--- src/rtl/tm_qm_assoc_lookup.sv ---
// First-level queue-association lookup: issues one table read per enqueue request and
// pairs each in-order read response with its buffered {qid, desc} context.
module tm_qm_assoc_lookup #(
    parameter int unsigned QID_NBITS   = 8,
    parameter int unsigned ASSOC_NBITS = 8,
    parameter int unsigned DESC_NBITS  = 32,
    parameter int unsigned DEPTH_NBITS = 2
) (
    input  logic                   clk,
    input  logic                   rst_n,
    input  logic                   enq_valid,
    input  logic [QID_NBITS-1:0]   enq_qid,
    input  logic [DESC_NBITS-1:0]  enq_desc,
    output logic                   enq_ready,
    output logic                   queue_association_rd,
    output logic [QID_NBITS-1:0]   queue_association_raddr,
    input  logic                   queue_association_ack,
    input  logic [ASSOC_NBITS-1:0] queue_association_rdata,
    output logic                   map_valid,
    output logic [QID_NBITS-1:0]   map_qid,
    output logic [ASSOC_NBITS-1:0] map_assoc,
    output logic [DESC_NBITS-1:0]  map_desc,
    input  logic                   map_ready,
    output logic                   err_unexp_ack
);

    localparam int unsigned DEPTH = 1 << DEPTH_NBITS;
    localparam int unsigned PTR_W = DEPTH_NBITS + 1;
    localparam int unsigned CTX_W = QID_NBITS + DESC_NBITS;

    logic [PTR_W-1:0]       r_credit;
    logic [PTR_W-1:0]       r_pend;
    logic [PTR_W-1:0]       r_ctx_wp;
    logic [PTR_W-1:0]       r_ctx_rp;
    logic [PTR_W-1:0]       r_res_wp;
    logic [PTR_W-1:0]       r_res_rp;
    logic                   r_rd;
    logic [QID_NBITS-1:0]   r_raddr;
    logic                   r_err;
    logic [CTX_W-1:0]       r_ctx_mem [DEPTH];
    logic [ASSOC_NBITS-1:0] r_res_mem [DEPTH];

    logic [PTR_W-1:0]       w_credit_nxt;
    logic [PTR_W-1:0]       w_pend_nxt;
    logic                   w_accept;
    logic                   w_pop;
    logic                   w_ctx_full;
    logic                   w_ctx_wr;
    logic                   w_res_full;
    logic                   w_res_empty;
    logic                   w_ack_ok;
    logic                   w_ack_bad;
    logic [CTX_W-1:0]       w_ctx_head;
    logic [ASSOC_NBITS-1:0] w_res_head;

    // Full/empty by MSB compare on DEPTH_NBITS+1 bit pointers
    assign w_ctx_full  = (r_ctx_wp[PTR_W-1] != r_ctx_rp[PTR_W-1]) &&
                         (r_ctx_wp[DEPTH_NBITS-1:0] == r_ctx_rp[DEPTH_NBITS-1:0]);
    assign w_res_full  = (r_res_wp[PTR_W-1] != r_res_rp[PTR_W-1]) &&
                         (r_res_wp[DEPTH_NBITS-1:0] == r_res_rp[DEPTH_NBITS-1:0]);
    assign w_res_empty = (r_res_wp == r_res_rp);

    assign enq_ready = (r_credit != PTR_W'(DEPTH));
    assign w_accept  = enq_valid & enq_ready;
    assign w_ctx_wr  = w_accept & ~w_ctx_full;
    assign w_pop     = map_valid & map_ready;
    assign w_ack_ok  = queue_association_ack & (r_pend != '0) & ~w_res_full;
    assign w_ack_bad = queue_association_ack & (r_pend == '0);

    assign w_ctx_head = r_ctx_mem[r_ctx_rp[DEPTH_NBITS-1:0]];
    assign w_res_head = r_res_mem[r_res_rp[DEPTH_NBITS-1:0]];

    // Result is valid once its association has returned; context head is always older
    assign map_valid = ~w_res_empty;
    assign map_qid   = map_valid ? w_ctx_head[CTX_W-1 -: QID_NBITS] : '0;
    assign map_desc  = map_valid ? w_ctx_head[DESC_NBITS-1:0] : '0;
    assign map_assoc = map_valid ? w_res_head : '0;

    assign queue_association_rd    = r_rd;
    assign queue_association_raddr = r_raddr;
    assign err_unexp_ack           = r_err;

    // Credit and pending-read counters: simultaneous inc/dec leaves them unchanged
    always_comb begin
        w_credit_nxt = r_credit;
        w_pend_nxt   = r_pend;
        case ({w_accept, w_pop})
            2'b10:   w_credit_nxt = r_credit + PTR_W'(1);
            2'b01:   w_credit_nxt = r_credit - PTR_W'(1);
            default: w_credit_nxt = r_credit;
        endcase
        case ({r_rd, w_ack_ok})
            2'b10:   w_pend_nxt = r_pend + PTR_W'(1);
            2'b01:   w_pend_nxt = r_pend - PTR_W'(1);
            default: w_pend_nxt = r_pend;
        endcase
    end

    always_ff @(posedge clk or negedge rst_n) begin
        if (!rst_n) begin
            r_credit <= '0;
            r_pend   <= '0;
            r_ctx_wp <= '0;
            r_ctx_rp <= '0;
            r_res_wp <= '0;
            r_res_rp <= '0;
            r_rd     <= 1'b0;
            r_raddr  <= '0;
            r_err    <= 1'b0;
        end else begin
            r_credit <= w_credit_nxt;
            r_pend   <= w_pend_nxt;
            r_rd     <= w_accept;
            if (w_accept) begin
                r_raddr <= enq_qid;
            end
            if (w_ctx_wr) begin
                r_ctx_wp <= r_ctx_wp + PTR_W'(1);
            end
            if (w_ack_ok) begin
                r_res_wp <= r_res_wp + PTR_W'(1);
            end
            if (w_pop) begin
                r_ctx_rp <= r_ctx_rp + PTR_W'(1);
                r_res_rp <= r_res_rp + PTR_W'(1);
            end
            if (w_ack_bad) begin
                r_err <= 1'b1;
            end
        end
    end

    // Storage arrays carry no reset; pointers alone define validity
    always_ff @(posedge clk) begin
        if (w_ctx_wr) begin
            r_ctx_mem[r_ctx_wp[DEPTH_NBITS-1:0]] <= {enq_qid, enq_desc};
        end
        if (w_ack_ok) begin
            r_res_mem[r_res_wp[DEPTH_NBITS-1:0]] <= queue_association_rdata;
        end
    end

endmodule
--- config.mk ---
export PLATFORM = sky130hd
export DESIGN_NAME = tm_qm_assoc_lookup
export DESIGN_NICKNAME = d
export VERILOG_FILES = /design/src/rtl/tm_qm_assoc_lookup.sv
export SDC_FILE = /design/constraint.sdc
export NUM_CORES = 1
export LEC_CHECK = 0
export ABC_AREA = 1
export CORE_UTILIZATION = 38
export CTS_CLUSTER_DIAMETER = 200
export CTS_CLUSTER_SIZE = 40
export DETAILED_ROUTE_END_ITERATION = 16
export PLACE_DENSITY_LB_ADDON = 0.12
export SYNTH_ARGS = -nofsm -noshare
export SYNTH_HDL_FRONTEND = slang
export SYNTH_SLANG_ARGS = --single-unit
--- constraint.sdc ---
create_clock -name clk -period 3.7 [get_ports clk]
set_input_delay 1.11 -clock clk [delete_from_list [all_inputs] [get_ports clk]]
set_output_delay 1.11 -clock clk [all_outputs]
set_load 0.05 [all_outputs]
==> reports/metrics.csv, run 1 <==
stage;metric;value;unit
routing;First DRT Iteration DRCs;389;
yosys;number of library cell types mapped by synthesis;25;
yosys;mux contribution to synthesized area;0;%
final_layout;Post-Layout Cell Count;1174;
floorplan;Die Width;156;um
placement;placed inst area;0.0110;mm2
sta;RSZ-0062 raised after global routing;no;
yosys;Synth Area in XOR/XNOR;0.960;%
routing;Routed WL;19200;um
sta;final setup TNS;0;ns
worst_setup_path;Startpoint Class;flip-flop;
final_layout;fraction of layout cells with a size suffix above 1;11.6;%
final_layout;P&R area growth vs syn;24.7;%
floorplan;Total Die Area;0.0243;mm2
clock_tree;clock buffer depth;3;
placement;DP HPWL;11700;um
sta;Slew headroom;65.4;%
global_route;initial antenna violation count;0;
final_layout;Final #Nets;926;
sta;crit path time final;3.41;ns
clock_tree;CTS-repair resized insts;0;
global_route;Top Usage Layer GRT;met2;
worst_setup_path;CP Capture Type;primary output;
sta;Period Utilization, post-route;92.3;%
worst_setup_path;CP startpoint;r_res_rp[1]$_DFFE_PN0P_;
clock_tree;Post-CTS Setup Repair Bufs;0;
run_status;run status;completed;
yosys;Synthesis Warnings;0;
worst_setup_path;CP arrival;2.30;ns
worst_setup_path;Reg2Reg Launch Point;r_res_rp[1]$_DFFE_PN0P_;
worst_setup_path;Worst R2R Setup Slack;1.07;ns
yosys;post-synthesis simple-gate area fraction;10.2;%
routing;Routed Antenna Nets;0;
sta;final setup fails;0;
clock_tree;Inserted Clock Buffers;9;
clock_tree;Hold-fix buffers, CTS;0;
worst_setup_path;reg2reg path depth;13;
routing;DR vias/cell;4.94;
routing;Pre-antenna DRT Iters;4;
placement;GP Congestion;0.765;
yosys;Seq/Total Area, Yosys;71.9;%
worst_setup_path;worst endpoint required time;2.59;ns
yosys;cells after synthesis;751;
global_route;vias in the first global route;5854;
yosys;Seq cells post-synth;220;
worst_hold_path;Hold/Removal Path Class;reg -> reg;
clock_tree;TritonCTS clock tree;built;
sta;hold slack;0.486;ns
sta;worst slew pin tran;0.518;ns
worst_setup_path;Crit Path Category;reg -> out;
yosys;Syn Area/Cell;12.0;um2
global_route;All-Layer GR Usage;15.9;%
yosys;syn_nets;818;
global_route;GR Util met1;19.7;%
worst_setup_path;RR Endpoint;r_credit[2]$_DFFE_PN0P_;
yosys;adder-cell share of the synthesized area;2.11;%
clock_tree;clk_lat worst skew;0.47;ns
clock_tree;H-tree levels;1;
global_route;global route overflow;0;
placement;placed instance count;1161;
floorplan;I/O pin total;113;
final_layout;Ant. Diodes;0;
floorplan;core region area;0.0229;mm2
floorplan;Die H;156;um
routing;DR WL/cell;16.4;um
yosys;Compound-Gate Fraction of Synth Area;9.20;%
global_route;first-pass GRT wire length;30000;um
placement;number of port buffers;112;
sta;Slew Limit Fails;0;
clock_tree;clk slew on worst S/H paths;0.14;ns
sta;endpoints failing hold;0;
global_route;largest net degree at the start of global routing;84;
floorplan;# rows;55;
flow_run;Max Cap Viol;0;
final_layout;fin area;0.0112;mm2
floorplan;Starting Density;39.2;%
routing;vias after detailed routing;5794;
worst_setup_path;crit path capture;map_desc[20];
global_route;grt met2 use;29.8;%
clock_tree;# clock sinks;220;
routing;drt drc;0;
yosys;Synth Cell Area;0.00899;mm2
worst_setup_path;critical path peak fanout;44;
global_route;GR Util met3;2.00;%
clock_tree;root buffer cell;clkbuf_16;
sta;Clock Skews;0.0247;ns
yosys;main combinational cell family by area after synthesis;simple AND/OR/NAND/NOR gates;
sta;Max Fclk;0.293;GHz
[worst max-delay path: stages (launching register included)]
cell,delay (ns)
dfrtp_1,0.42
inv_1,0.26
nand2_1,0.09
nand2_1,0.10
nand3_2,0.28
buf_12,0.31
nand2_1,0.13
inv_1,0.08
buf_12,0.15
[placed cells by master, fill, tap and decap left out, types with 3 or more instances in the layout]
cell type        count
buf_12              47
buf_4               24
clkbuf_1             3
clkbuf_16            9
clkdlybuf4s50_1     63
dfrtp_1             27
edfxtp_1           192
ha_1                12
inv_1               69
inv_2               11
nand2_1            117
nand3_1             15
nor2_1             102
nor2_4               3
o21ai_0            100
o22ai_1             48
xnor2_1              4
xor2_1               4
[cells in the mapped netlist (all sizes together)]
cell type / number / share of area (%)
inv: 79 / 3.3
nor2: 105 / 4.4
a21boi: 1 / 0.084
o21ai: 100 / 5.6
fa: 2 / 0.45
clkbuf: 16 / 0.71
a21oi: 2 / 0.11
clkinv: 1 / 0.042
ha: 12 / 1.7
nand2: 118 / 5.0
xor2: 4 / 0.39
edfxtp: 192 / 64
o22ai: 48 / 3.3
nand3: 16 / 0.89
a31o: 1 / 0.097
dfrtp: 28 / 7.8
xnor2: 5 / 0.57
buf: 21 / 1.6
[kinds of logic after synthesis]
family	count (synthesis)
and+or+nand+nor	239
DFF	220
AOI/OAI and AO/OA	152
buffers and inverters	117
adders and majority gates	14
xor gates and xnor gates	9
[flip-flops by register name (all words and copies together) (netlist names)]
register and count:
queue_association_raddr 8, queue_association_rd 1, r_credit 3, r_pend 3, err_unexp_ack 1, r_res_mem 32, r_res_rp 3, r_ctx_wp 3
r_ctx_mem 160, r_res_wp 3, r_ctx_rp 3
[how the worst min path moves through the flow]
stage | from | end | slack [ns] | cells after the start
floorplan | r_credit[0]$_DFFE_PN0P_ | r_credit[0]$_DFFE_PN0P_ | 0.45 | 1
global placement | err_unexp_ack$_DFFE_PN0P_ | err_unexp_ack$_DFFE_PN0P_ | 0.46 | 1
detailed placement | err_unexp_ack$_DFFE_PN0P_ | err_unexp_ack$_DFFE_PN0P_ | 0.46 | 1
CTS | r_credit[0]$_DFFE_PN0P_ | r_credit[0]$_DFFE_PN0P_ | 0.49 | 1
global route | r_credit[0]$_DFFE_PN0P_ | r_credit[0]$_DFFE_PN0P_ | 0.51 | 1
finish | r_credit[0]$_DFFE_PN0P_ | r_credit[0]$_DFFE_PN0P_ | 0.49 | 1
[cell type report]
cell class	count	area, um2
clock buffers	12	236
clock inverters	1	20.0
fillers	2003	11700
inverters	80	300
multi-input cells	414	2050
flip-flops and latches	220	6470
well taps	313	392
repair buffers	134	1750
[layer usage]
metal | vias to the layer above | share of wire, % | wire length [um]
met4 | 0 | 1.4 | 264
met1 | 2871 | 43 | 8270
li1 | 2775 | - | -
met2 | 131 | 52 | 9900
met3 | 17 | 4.0 | 773
met5 | - | 0 | 0
[per-stage QoR]
stage / setup WS, ns / util (%)
after floorplan: 0.189 / -
after global placement: 0.407 / 47.8
after detailed placement: 0.340 / 47.8
after CTS: 0.242 / 49.0
after global routing: 0.0961 / 49.0
final: 0.286 / 49.0
Power of run 1 is left out: the tool's default activity adds up to more than one toggle a clock period on the data nets, which glitch-free logic cannot reach.
==> run 2, diff against run 1 <==
Settings changed: CTS_BUF_LIST from default to sky130_fd_sc_hd__clkbuf_4 sky130_fd_sc_hd__clkbuf_8.
==> reports/metrics.csv, run 2 (synthesis gave the netlist of run 1 again) <==
stage;metric;value;unit
final_layout;Reg area;0.00647;mm2
clock_tree;Hold-fix buffers, CTS;0;
placement;GP Congestion;0.765;
worst_setup_path;CP Capture Type;primary output;
worst_setup_path;reg2reg path depth;13;
floorplan;Starting Density;39.2;%
worst_setup_path;Slowest cell on crit path;dfrtp_1;
final_layout;Final Util;48.6;%
final_layout;Ant. Diodes;0;
final_layout;P&R area growth vs syn;23.7;%
floorplan;Die H;156;um
routing;Pre-antenna DRT Iters;4;
clock_tree;H-tree levels;1;
floorplan;Total Die Area;0.0243;mm2
worst_setup_path;critical path peak fanout;44;
clock_tree;TritonCTS clock tree;built;
routing;Routed Antenna Nets;0;
clock_tree;# clock sinks;220;
worst_setup_path;Critical Path Max Stage Delay;0.44;ns
global_route;first-pass GRT wire length;30100;um
run_status;run status;completed;
routing;DR vias/cell;4.93;
sta;worst slew pin tran;0.518;ns
global_route;GR Util met3;2.00;%
global_route;vias in the first global route;5831;
flow_run;Max Cap Viol;0;
floorplan;# rows;55;
floorplan;core region area;0.0229;mm2
clock_tree;Inserted Clock Buffers;9;
final_layout;Filler cells;2012;
placement;number of port buffers;112;
sta;Slew headroom;65.4;%
global_route;initial antenna violation count;0;
global_route;global route overflow;0;
worst_setup_path;Startpoint Class;flip-flop;
worst_hold_path;WHS Path Cells;1;
routing;Routed WL;19200;um
final_layout;fraction of layout cells with a size suffix above 1;12.0;%
routing;drt drc;0;
worst_setup_path;Largest delay share family, worst path;buffers and inverters;
sta;Slew Limit Fails;0;
routing;vias after detailed routing;5784;
global_route;largest net degree at the start of global routing;84;
global_route;grt met2 use;29.7;%
clock_tree;clk slew on worst S/H paths;0.21;ns
sta;crit path time final;3.48;ns
global_route;All-Layer GR Usage;16.1;%
worst_setup_path;worst path cell trace;inv_1 -> nand2_1 -> nand2_1 -> nand3_2 -> buf_12 -> nand2_1 -> inv_1 -> buf_12;
worst_setup_path;crit-path most repeated cell;nand2_1;
sta;hold slack;0.493;ns
final_layout;most common cell after layout, fill and taps aside;edfxtp_1;
sta;final setup TNS;0;ns
floorplan;Die Width;156;um
sta;Clock Skews;0.0372;ns
global_route;Top Usage Layer GRT;met2;
worst_setup_path;CP Buf/Inv Count;4;
worst_setup_path;Worst R2R Setup Slack;1.06;ns
sta;Period Utilization, post-route;94.0;%
placement;DP HPWL;11700;um
sta;Max Fclk;0.287;GHz
routing;DR WL/cell;16.3;um
final_layout;most frequent cells in the layout;edfxtp_1, nand2_1, nor2_1, o21ai_0, inv_1;
global_route;GR Util met1;19.9;%
final_layout;multi-input combinational cell area;0.00205;mm2
worst_setup_path;critical path depth;8;
sta;final setup fails;0;
sta;RSZ-0062 raised after global routing;no;
worst_setup_path;CP arrival;2.37;ns
clock_tree;clock buffer depth;3;
worst_hold_path;Hold/Removal Path Class;reg -> reg;
placement;placed inst area;0.0110;mm2
routing;First DRT Iteration DRCs;371;
final_layout;fin area;0.0111;mm2
clock_tree;clk_lat worst skew;0.53;ns
final_layout;Final #Nets;926;
clock_tree;root buffer cell;clkbuf_8;
clock_tree;Post-CTS Setup Repair Bufs;0;
final_layout;max reg flops;160;
floorplan;I/O pin total;113;
clock_tree;CTS-repair resized insts;0;
worst_setup_path;Crit Path Category;reg -> out;
sta;endpoints failing hold;0;
worst_setup_path;worst endpoint required time;2.59;ns
## run 2: cell counts in the layout (fill, tap and decap cells not counted)
Identical to the previous run, type by type.
## run 2: through the flow
step                worst slack (ns)  std cells
floorplan                      0.189        751
global placement               0.407       1161
detailed placement             0.340       1161
CTS                            0.149       1174
global route                 0.00202       1174
finish                         0.221       1174
## run 2: area by class of cell
type | instances | share of cell area, %
Clock inverter | 1 | 0.180
Sequential cell | 220 | 58.1
Multi-Input combinational cell | 414 | 18.4
Timing Repair Buffer | 134 | 15.7
Tap cell | 313 | 3.52
Clock buffer | 12 | 1.32
Inverter | 80 | 2.70
## run 2: worst reg2reg max path, delay by kind of cell (launching register included)
kind	cells	cell delay [ns]
adders and majority gates	2	0.51
and+or+nand+nor	4	0.55
xor gates and xnor gates	1	0.14
buffers and inverters	4	0.63
AOI/OAI and AO/OA	2	0.25
DFF	1	0.44
## run 2: worst paths after layout
path / start / endpoint
worst max-delay path: r_res_rp[1]$_DFFE_PN0P_ / map_desc[20]
worst min-delay path: r_credit[0]$_DFFE_PN0P_ / r_credit[0]$_DFFE_PN0P_
worst max register to register: r_res_rp[1]$_DFFE_PN0P_ / r_credit[2]$_DFFE_PN0P_
worst min register to register: r_credit[0]$_DFFE_PN0P_ / r_credit[0]$_DFFE_PN0P_
max in group asynchronous: rst_n / queue_association_raddr[0]$_DFFE_PN0P_
min in group asynchronous: rst_n / r_res_rp[1]$_DFFE_PN0P_
## run 2: per-layer routing
metal / routed length, um / part of all wire, %
met4: 269 / 1.4
met5: 0 / 0
met2: 9850 / 51
met1: 8320 / 43
met3: 715 / 3.7
Power of run 2 is left out for the same reason.
==> run 3, diff against run 2 <==
Clock period 3.7 ns to 3.15 ns, I/O delays scaled along.
==> reports/metrics.csv, run 3 (synthesis gave the netlist of run 1 again) <==
stage;metric;value;unit
run_status;run status;completed;
clock_tree;clk slew on worst S/H paths;0.18;ns
routing;DR WL/cell;16.7;um
sta;Slew Limit Fails;0;
sta;hold slack;0.493;ns
clock_tree;Hold-fix buffers, CTS;0;
sta;worst slew pin tran;0.505;ns
worst_setup_path;Startpoint Class;flip-flop;
worst_setup_path;reg2reg path depth;11;
floorplan;I/O pin total;113;
final_layout;P&R area growth vs syn;25.0;%
sta;crit path time final;2.99;ns
worst_hold_path;WHS Path Cells;1;
worst_setup_path;RR Endpoint;r_credit[2]$_DFFE_PN0P_;
floorplan;Die Width;156;um
floorplan;# rows;55;
sta;RSZ-0062 raised after global routing;no;
worst_setup_path;Critical Path Max Stage Delay;0.59;ns
clock_tree;H-tree levels;1;
worst_setup_path;Largest delay share family, worst path;buffers and inverters;
global_route;largest net degree at the start of global routing;61;
worst_setup_path;critical path peak fanout;30;
final_layout;Ant. Diodes;0;
floorplan;Die H;156;um
worst_setup_path;worst endpoint required time;2.20;ns
worst_setup_path;Slowest cell on crit path;dfrtp_4;
floorplan;core region area;0.0229;mm2
worst_hold_path;Hold/Removal Path Class;reg -> reg;
sta;final setup fails;0;
worst_setup_path;CP Capture Type;primary output;
clock_tree;TritonCTS clock tree;built;
final_layout;multi-input combinational cell area;0.00205;mm2
worst_hold_path;worst hold endpoint;r_credit[2]$_DFFE_PN0P_;
placement;DP HPWL;12400;um
global_route;initial antenna violation count;0;
worst_setup_path;crit-path most repeated cell;buf_12;
worst_setup_path;CP Buf/Inv Count;4;
global_route;global route overflow;0;
floorplan;Total Die Area;0.0243;mm2
sta;endpoints failing hold;0;
placement;GP Congestion;0.769;
final_layout;Final #Nets;945;
global_route;vias in the first global route;5833;
sta;Clock Skews;0.0340;ns
final_layout;max reg flops;160;
final_layout;Reg area;0.00647;mm2
floorplan;Starting Density;39.2;%
global_route;All-Layer GR Usage;16.4;%
clock_tree;Inserted Clock Buffers;9;
routing;Routed Antenna Nets;0;
final_layout;fraction of layout cells with a size suffix above 1;13.9;%
final_layout;Filler cells;2004;
sta;Max Fclk;0.334;GHz
worst_hold_path;hold_sp;r_credit[2]$_DFFE_PN0P_;
routing;DR vias/cell;4.89;
worst_setup_path;Reg2Reg Launch Point;r_res_rp[0]$_DFFE_PN0P_;
routing;vias after detailed routing;5829;
routing;Routed WL;19900;um
clock_tree;# clock sinks;220;
clock_tree;clk_lat worst skew;0.52;ns
routing;drt drc;0;
worst_setup_path;worst path cell trace;inv_2 -> buf_12 -> o21ai_0 -> o22ai_1 -> nand2_1 -> inv_1 -> buf_12;
sta;final setup TNS;0;ns
global_route;first-pass GRT wire length;31100;um
worst_setup_path;Worst R2R Setup Slack;0.78;ns
routing;Pre-antenna DRT Iters;5;
flow_run;Max Cap Viol;0;
worst_setup_path;CP arrival;2.05;ns
clock_tree;clock buffer depth;3;
routing;First DRT Iteration DRCs;318;
sta;Period Utilization, post-route;95.0;%
sta;Slew headroom;66.2;%
clock_tree;root buffer cell;clkbuf_8;
worst_setup_path;Crit Path Category;reg -> out;
final_layout;most common cell after layout, fill and taps aside;edfxtp_1;
placement;number of port buffers;112;
final_layout;most frequent cells in the layout;edfxtp_1, nand2_1, nor2_1, o21ai_0, inv_1;
-- run 3: cell types whose count changed in the layout (fill, tap and decap cells not counted) --
cell / change
dfrtp_4: +1
dfrtp_1: -1
clkbuf_4: -2
buf_4: +18
buf_12: -4
clkinvlp_4: +1
inv_1: -1
buf_6: +4
clkbuf_16: +1
-- run 3: worst reg2reg max path: stages, from the launching register on --
cell     delay (ns)
dfrtp_1        0.53
xnor2_2        0.19
nand3_2        0.11
buf_4          0.22
nand2_2        0.14
inv_1          0.08
ha_1           0.14
inv_1          0.07
fa_1           0.37
a21oi_1        0.14
o21ai_0        0.12
xnor2_1        0.14
-- run 3: area by class of cell --
type | count | area share [%]
sequential | 220 | 57.5
timing repair buffer | 153 | 16.7
tap | 313 | 3.48
clock buffer | 10 | 1.17
inverter | 80 | 2.70
clock inverter | 1 | 0.178
multi-input combinational | 414 | 18.2
-- run 3: worst max path at each step --
stage	depth (start not counted)	slack, ns	to	from
floorplan	4	-0.20	r_ctx_mem[0][0]$_DFFE_PP_	enq_valid
global placement	10	0.28	r_pend[2]$_DFFE_PN0P_	queue_association_ack
detailed placement	10	0.26	r_pend[2]$_DFFE_PN0P_	queue_association_ack
CTS	7	0.02	map_desc[23]	r_ctx_rp[0]$_DFFE_PN0P_
global route	7	0.02	map_desc[28]	r_ctx_rp[0]$_DFFE_PN0P_
finish	7	0.16	map_desc[23]	r_ctx_rp[0]$_DFFE_PN0P_
-- run 3: repair_timing --
| action | CTS | global route |
|---|---|---|
| endpoints found under the setup margin | 33 | 29 |
| resized for setup | 2 | 4 |
| gates cloned | 0 | 1 |
| endpoints found under the hold margin | 0 | 0 |
| buffers inserted | 1 | 6 |
-- run 3: layer usage --
layer	vias up	routed length [um]	track usage, %
li1	2814	-	-
met1	2881	9050	22.3
met2	119	9800	28.3
met3	15	816	2.11
met4	0	238	2.99
met5	-	0	0
-- run 3: through the flow --
step / setup slack (ns) / util (%) / instance area, um2 / cells
after global routing: 0.0213 / 49.1 / 11200 / 1191
after detailed placement: 0.262 / 48.0 / 11000 / 1172
after floorplan: -0.196 / - / 8990 / 751
after CTS: 0.0170 / 48.7 / 11200 / 1184
final: 0.159 / 49.1 / 11200 / 1191
after global placement: 0.285 / 48.0 / 11000 / 1172
Power of run 3 is left out for the same reason.
